### src/rtl/seg7_scan_driver.sv
// Purpose  : time-multiplexed N-digit seven-segment driver with per-frame input snapshot and anti-ghost blanking.
// Latency  : outputs are registered, one clock behind the index/snapshot/blank state.
// Backpress: none; Clk1KHzEn strobes are always honoured, including during blanking.
module seg7_scan_driver #(
   parameter int                    NUM_DIGITS  = 8,
   parameter int                    DWELL_TICKS = 1,
   parameter int                    BLANK_CLKS  = 16,
   parameter logic [NUM_DIGITS-1:0] DIGIT_MASK  = '1
) (
   input  logic                      Clk100MHz,
   input  logic                      reset_n,
   input  logic                      Clk1KHzEn,
   input  logic [4*NUM_DIGITS-1:0]   Data,
   input  logic [NUM_DIGITS-1:0]     XDP,
   output logic [NUM_DIGITS-1:0]     An,
   output logic [6:0]                Seg,
   output logic                      Dp
);

   localparam int IDX_W = (NUM_DIGITS > 1)  ? $clog2(NUM_DIGITS)   : 1;
   localparam int DWL_W = (DWELL_TICKS > 1) ? $clog2(DWELL_TICKS)  : 1;
   localparam int BLK_W = (BLANK_CLKS > 0)  ? $clog2(BLANK_CLKS+1) : 1;

   localparam logic [IDX_W-1:0] LAST_IDX   = IDX_W'(NUM_DIGITS - 1);
   localparam logic [DWL_W-1:0] LAST_DWL   = DWL_W'(DWELL_TICKS - 1);
   localparam logic [BLK_W-1:0] BLANK_LOAD = BLK_W'(BLANK_CLKS);

   logic [IDX_W-1:0]        r_idx;
   logic [DWL_W-1:0]        r_dwell;
   logic [BLK_W-1:0]        r_blank;
   logic                    r_load_pend;
   logic [4*NUM_DIGITS-1:0] r_data_snap;
   logic [NUM_DIGITS-1:0]   r_xdp_snap;
   logic [NUM_DIGITS-1:0]   r_an;
   logic [6:0]              r_seg;
   logic                    r_dp;

   logic                    w_advance;
   logic                    w_wrap;
   logic [IDX_W-1:0]        w_idx_nxt;
   logic [DWL_W-1:0]        w_dwell_nxt;
   logic [BLK_W-1:0]        w_blank_nxt;
   logic [3:0]              w_nib;
   logic                    w_digit_on;
   logic [6:0]              w_seg_dec;
   logic [NUM_DIGITS-1:0]   w_an_nxt;
   logic [6:0]              w_seg_nxt;
   logic                    w_dp_nxt;

   // Scan sequencing: dwell counting, digit advance with explicit wrap, blank reload/decrement.
   always_comb begin
      w_advance   = Clk1KHzEn && (r_dwell == LAST_DWL);
      w_wrap      = w_advance && (r_idx == LAST_IDX);
      w_idx_nxt   = r_idx;
      w_dwell_nxt = r_dwell;
      w_blank_nxt = r_blank;
      if (w_advance) begin
         w_dwell_nxt = '0;
         w_idx_nxt   = w_wrap ? '0 : r_idx + IDX_W'(1);
         w_blank_nxt = BLANK_LOAD;
      end else begin
         if (Clk1KHzEn) begin
            w_dwell_nxt = r_dwell + DWL_W'(1);
         end
         if (r_blank != '0) begin
            w_blank_nxt = r_blank - BLK_W'(1);
         end
      end
   end

   // Output path reads only the snapshot, never the live inputs.
   always_comb begin
      w_nib      = r_data_snap[{r_idx, 2'b00} +: 4];
      w_digit_on = DIGIT_MASK[r_idx];
      case (w_nib)
         4'h0:    w_seg_dec = 7'h40;
         4'h1:    w_seg_dec = 7'h79;
         4'h2:    w_seg_dec = 7'h24;
         4'h3:    w_seg_dec = 7'h30;
         4'h4:    w_seg_dec = 7'h19;
         4'h5:    w_seg_dec = 7'h12;
         4'h6:    w_seg_dec = 7'h02;
         4'h7:    w_seg_dec = 7'h78;
         4'h8:    w_seg_dec = 7'h00;
         4'h9:    w_seg_dec = 7'h10;
         4'hA:    w_seg_dec = 7'h08;
         4'hB:    w_seg_dec = 7'h03;
         4'hC:    w_seg_dec = 7'h46;
         4'hD:    w_seg_dec = 7'h21;
         4'hE:    w_seg_dec = 7'h06;
         default: w_seg_dec = 7'h0E;
      endcase
      w_an_nxt  = '1;
      w_seg_nxt = 7'h7F;
      w_dp_nxt  = 1'b1;
      if (w_digit_on) begin
         w_seg_nxt = w_seg_dec;
         w_dp_nxt  = r_xdp_snap[r_idx];
         // Anode stays dark while blanking so the previous segment pattern never ghosts onto the new digit.
         if (r_blank == '0) begin
            w_an_nxt[r_idx] = 1'b0;
         end
      end
   end

   // State and output registers; snapshot refreshes after reset release and at every wrap to digit 0.
   always_ff @(posedge Clk100MHz or negedge reset_n) begin
      if (!reset_n) begin
         r_idx       <= '0;
         r_dwell     <= '0;
         r_blank     <= '0;
         r_load_pend <= 1'b1;
         r_data_snap <= '0;
         r_xdp_snap  <= '0;
         r_an        <= '1;
         r_seg       <= 7'h7F;
         r_dp        <= 1'b1;
      end else begin
         r_idx       <= w_idx_nxt;
         r_dwell     <= w_dwell_nxt;
         r_blank     <= w_blank_nxt;
         r_load_pend <= 1'b0;
         if (r_load_pend || w_wrap) begin
            r_data_snap <= Data;
            r_xdp_snap  <= XDP;
         end
         r_an        <= w_an_nxt;
         r_seg       <= w_seg_nxt;
         r_dp        <= w_dp_nxt;
      end
   end

   assign An  = r_an;
   assign Seg = r_seg;
   assign Dp  = r_dp;

endmodule

### config.mk
export PLATFORM = sky130hd
export DESIGN_NAME = seg7_scan_driver
export DESIGN_NICKNAME = d
export VERILOG_FILES = /design/src/rtl/seg7_scan_driver.sv
export SDC_FILE = /design/constraint.sdc
export NUM_CORES = 1
export LEC_CHECK = 0
export ABC_AREA = 1
export BUFFER_PORTS_ARGS = -buffer_cell sky130_fd_sc_hd__buf_4
export CORE_ASPECT_RATIO = 0.8
export CORE_MARGIN = 1
export CORE_UTILIZATION = 60
export CTS_BUF_LIST = sky130_fd_sc_hd__clkbuf_8
export DETAILED_ROUTE_END_ITERATION = 10
export PLACE_DENSITY = 0.84
export SLEW_MARGIN = 20
export SYNTH_ARGS = -nofsm -noshare
export SYNTH_HDL_FRONTEND = slang
export SYNTH_SLANG_ARGS = --single-unit
### constraint.sdc
create_clock -name Clk100MHz -period 5 [get_ports Clk100MHz]
set_input_delay 0.25 -clock Clk100MHz [delete_from_list [all_inputs] [get_ports Clk100MHz]]
set_output_delay 0.25 -clock Clk100MHz [all_outputs]
set_load 0.005 [all_outputs]
; Word-level counts from Yosys, hierarchy flattened
; Memory sizes are Yosys's and may differ from the RTL's.
; Index checks and enable logic that the tools add are counted.
[totals]
mem_bits_rw = 0
latch_bits = 0
out_inout_bits = 16
inputBits = 43
wordCells = 42
rom_bits = 120
mem_count = 2
register_bits = 66
[mem_list]
columns = memory, words, word_bits, read_ports, rd_ports_with_merged_regs, wr, line
row1 = (no name shown), 16, 7, 1, 0, 0, 75  ; case (w_nib)
row2 = (no name shown), 8, 1, 1, 0, 0, 74  ; w_digit_on = DIGIT_MASK[r_idx];
[classes]
n_eq_ne = 1
n_mul = 0
n_reduce_logical = 8
magnitude_cmp = 2
bitwise_logic = 2
addsub = 3
div_mod_pow = 0
n_shift = 1
n_mux = 14
[op_table]
columns = operator, n
row1 = $shiftx A32 B6 Y4, 1
row2 = $mux W8, 2
row3 = $mux W5, 2
row4 = $not A8 Y8, 1
row5 = $mux W7, 1
row6 = $mux W1, 6
row7 = $logic_not A5 Y1, 1
row8 = $reduce_bool A5 Y1, 1
row9 = $sub A5 B1 Y5 const B, 1
row10 = $lt A3 B4 Y1 const B, 1
row11 = $reduce_bool A2 Y1, 2
row12 = $add A3 B1 Y3 const B, 1
row13 = $bmux W1 S3, 1
row14 = $demux W1 S3, 1
row15 = $eq A3 B3 Y1 const B, 1
row16 = $ge A3 B1 Y1 const B, 1
row17 = $logic_and A1 B1 Y1, 3
row18 = $mux W3, 1
row19 = $add A1 B1 Y1 const B, 1
row20 = $logic_or A1 B1 Y1, 1
row21 = $not A1 Y1, 1

; Longest topological paths before layout
[depth]
word_depth = 7
mapped_depth = 14
depth_no_buf = 13

; Worst setup path after synthesis
; Ideal clock, no wire load.
[synth_path]
path_type = reg2reg
startpoint = reg r_idx[1]
endpoint = reg r_data_snap[29]
setup_ns = 0.125
setup_slack_ns = 3.229
period_less_slack_ns = 1.771
required_ns = 4.875
arrival_time_ns = 1.646
n_path_buf = 1
stages_incl_launch_ff = 7
path_cell_list = dfrtp_1 > ha_1 > ha_1 > inv_1 > o21bai_2 > buf_2 > mux2_2
[synth_via]
elab_chain_cells = 3
[synth_rtl]
columns = element, line
row1 = from (decl), 28  ; logic [IDX_W-1:0] r_idx;
row2 = from (signal assigned), 119  ; r_idx <= w_idx_nxt;
row3 = $eq A3 B3 Y1, 53  ; w_wrap = w_advance && (r_idx == LAST_IDX);
row4 = $logic_and A1 B1 Y1, 53
row5 = $logic_or A1 B1 Y1, 123  ; if (r_load_pend || w_wrap) begin
row6 = to (signal assigned), 124  ; r_data_snap <= Data;
row7 = to (decl), 32  ; logic [4*NUM_DIGITS-1:0] r_data_snap;
; No other way between the ends.
; A chain may end at the register's enable or synchronous reset.

; Final worst setup path
[layout_path]
startpoint = reg r_idx[0]
endpoint = reg r_data_snap[11]
; Same word-level chain as after synthesis.

==> metrics.cfg <==
[placed_design]
place_area_um2 = 3570
dp_hpwl_mm = 4.61
numPortBuffers = 58
gp_congestion = 0.903

[synthesis]
yosysUniqueCellTypes = 30
synth_area_um2 = 3100
synth_enable_flop_cells = 0
yosysSeqAreaShare_pct = 53.9
async_flop_share_pct = 100
synth_seq_cells = 66
synth_warnings = 0
synthTopCellsByArea = dfrtp_1, dfstp_2, nand2_1
syn_inst = 322
synth_flop_cell = dfrtp_1
netlist.area_leader.share_pct = 39.5
synth_area_per_cell_um2 = 9.63
yosysMostFrequentCell = nand2_1
syn-num-nets = 374
synth_commonest_cells = nand2_1, dfrtp_1, inv_1, mux2_2, nand3_1
yosysTopAreaCell = dfrtp_1

[route]
routedWlPerCell_um = 14.2
vias = 2410
remaining_drc_errors = 0
vias_per_cell = 5.36
drt_iter0_drc = 144
drt-total-wl_mm = 6.39
ant_nets = 0
dr.pass1.iters = 5

[timing]
relSlewSlack_pct = 46.6
fin_worst_skew_ps = 10.2
layout_min_cycle_time_ps = 2740
fin_crit_sh_pct = 54.8
worstMarginPinSlew_ps = 801
fmax_ghz = 0.365
rsz0062_at_grt = false
hold_viol_final = 5
setup_tns_ps = 0
timing.hold.ws_ps = -19.9
setup_viol = 0
slew_viol_final = 0

[floorplanning]
core_area_um2 = 4980
die_area_um2 = 5460
io_pins = 59
die_x_um = 82.4
die_h_um = 66.3
placementRows = 23
start_util_pct = 62.3

[run]
drv_cap = 0

[cells_and_area]
fin_nets = 435
final_area_um2 = 3730
synthToLayoutAreaGrowth_pct = 20.2
drive_above_1_share_pct = 33.2
antennaDiodeCount = 0

[worst_setup_path]
r2r_start = r_idx[0]
setup.worst_path.class = flip-flop to flip-flop
arrival_ps = 2970
cp.required_ps = 5230
ff2ff_setup_slack_ps = 2260
r2r-end = r_data_snap[11]
worstSetupStartpointType = flip-flop
rr_worst_depth = 6
end_kind = flip-flop
crit_path_max_fanout = 35

[clock_tree]
path_clk_slew_ps = 70
hold_buffers = 0
cts_num_sinks = 66
cts_max_level = 3
cts_root_buf = clkbuf_8
postCtsSetupBuffers = 0
cts_buffer_depth = 2
cts_resized = 0
cts_buffers = 9
tritoncts = built
clk_latency_ps = 340

[power_and_ir_drop]
p_leak_nw = 1.85
max-vdd-ir-drop_mv = 0.325
power_density_nw_per_um2 = 498

[grt]
antenna_found_initial = 0
globalRouteTotalUtil_pct = 26.4
grt_max_degree = 67
grt_pass1_wl_mm = 10.3
grt_overflow_total = 0
grt_pass1_vias = 2260

[run_status]
status = finished with violations
violations = negative hold slack

[worst_hold_path]
hold_path.class = input pin to asynchronous set/reset pin

## flip-flops by register name, summed over array words and instances, names as in the netlist
| name | flops |
|---|---|
| An | 8 |
| Dp | 1 |
| Seg | 7 |
| r_blank | 5 |
| r_data_snap | 32 |
| r_dwell | 1 |
| r_idx | 3 |
| r_load_pend | 1 |
| r_xdp_snap | 8 |
## cell type report
type / count / area, um2
Clock buffer: 9 / 124
Clock inverter: 7 / 32.5
Fill cell: 363 / 1250
Inverter: 31 / 116
Multi-Input combinational cell: 216 / 1260
Sequential cell: 66 / 1670
Tap cell: 62 / 77.6
Timing Repair Buffer: 59 / 443
## stage by stage
stage	hold slack, ps	power (mW)	worst slack [ps]	instances	utilization (%)
final	-19.9	1.85	2260	450	74.9
after global routing	46.9	2.00	2100	450	74.9
after CTS	10.3	1.86	2250	450	74.9
after detailed placement	391	1.49	2260	434	71.7
after global placement	392	1.45	2390	434	71.7
after floorplan	-45.6	1.27	3230	322	-
## placed cells by master (no fill, tap or decap)
cell and count:
nand3_1 22, clkinv_2 2, o211ai_1 3, dfrtp_1 49
conb_1 1, a22oi_1 3, o21bai_4 1, o22ai_1 2
nand2_1 94, nand2_2 3, inv_1 32, mux2_2 27
buf_4 59, dfstp_2 17, nor2_4 1, a21oi_1 4
nand3b_1 1, clkinvlp_4 1, nor2_2 3, o21ai_1 1
o21ai_0 19, inv_2 3, nor2_1 13, xnor2_1 1
nand2_4 2, nand4_1 3, clkbuf_8 9, ha_1 9
nor3_4 1, nor3_1 2
## metal layers
layer / track usage (%) / share of wire (%) / routed length [um] / vias up
met1: 35.6 / 46 / 2930 / 1144
met2: 38.9 / 45 / 2890 / 98
met4: 9.43 / 1.2 / 77 / 0
met5: 0 / 0 / 0 / -
li1: - / - / - / 1160
met3: 9.38 / 7.7 / 492 / 8
## report_power, final
| group | switching (mW) | internal (mW) |
|---|---|---|
| logic | 0.466 | 0.288 |
| clock network | 0.190 | 0.171 |
| registers | 0.0772 | 0.663 |
| total | 0.733 | 1.12 |
## logic make-up after synthesis
group	after synthesis	synth area share (%)
compound gates	33	6.09
xor+xnor	1	0.282
fa+ha+maj	9	3.63
buf+inv	40	5.65
flops	66	53.9
mux	27	9.80
other cells	1	0.121
simple gates	145	20.5
## critical path, stage by stage, from the launching register on
cell and delay, ps:
dfrtp_1 810, ha_1 270, ha_1 170, inv_1 80
o21bai_4 480, buf_4 420, mux2_2 380
## worst max path at each step
stage                     startpoint         endpoint  cells past startpoint
after global placement      r_idx[0]   r_data_snap[8]                      6
after global routing        r_idx[0]    r_xdp_snap[3]                      6
final                       r_idx[0]  r_data_snap[11]                      6
after detailed placement    r_idx[0]   r_data_snap[3]                      6
after floorplan             r_idx[1]  r_data_snap[29]                      6
after CTS                   r_idx[0]   r_data_snap[3]                      6
Power figures use the tool's default switching activity.
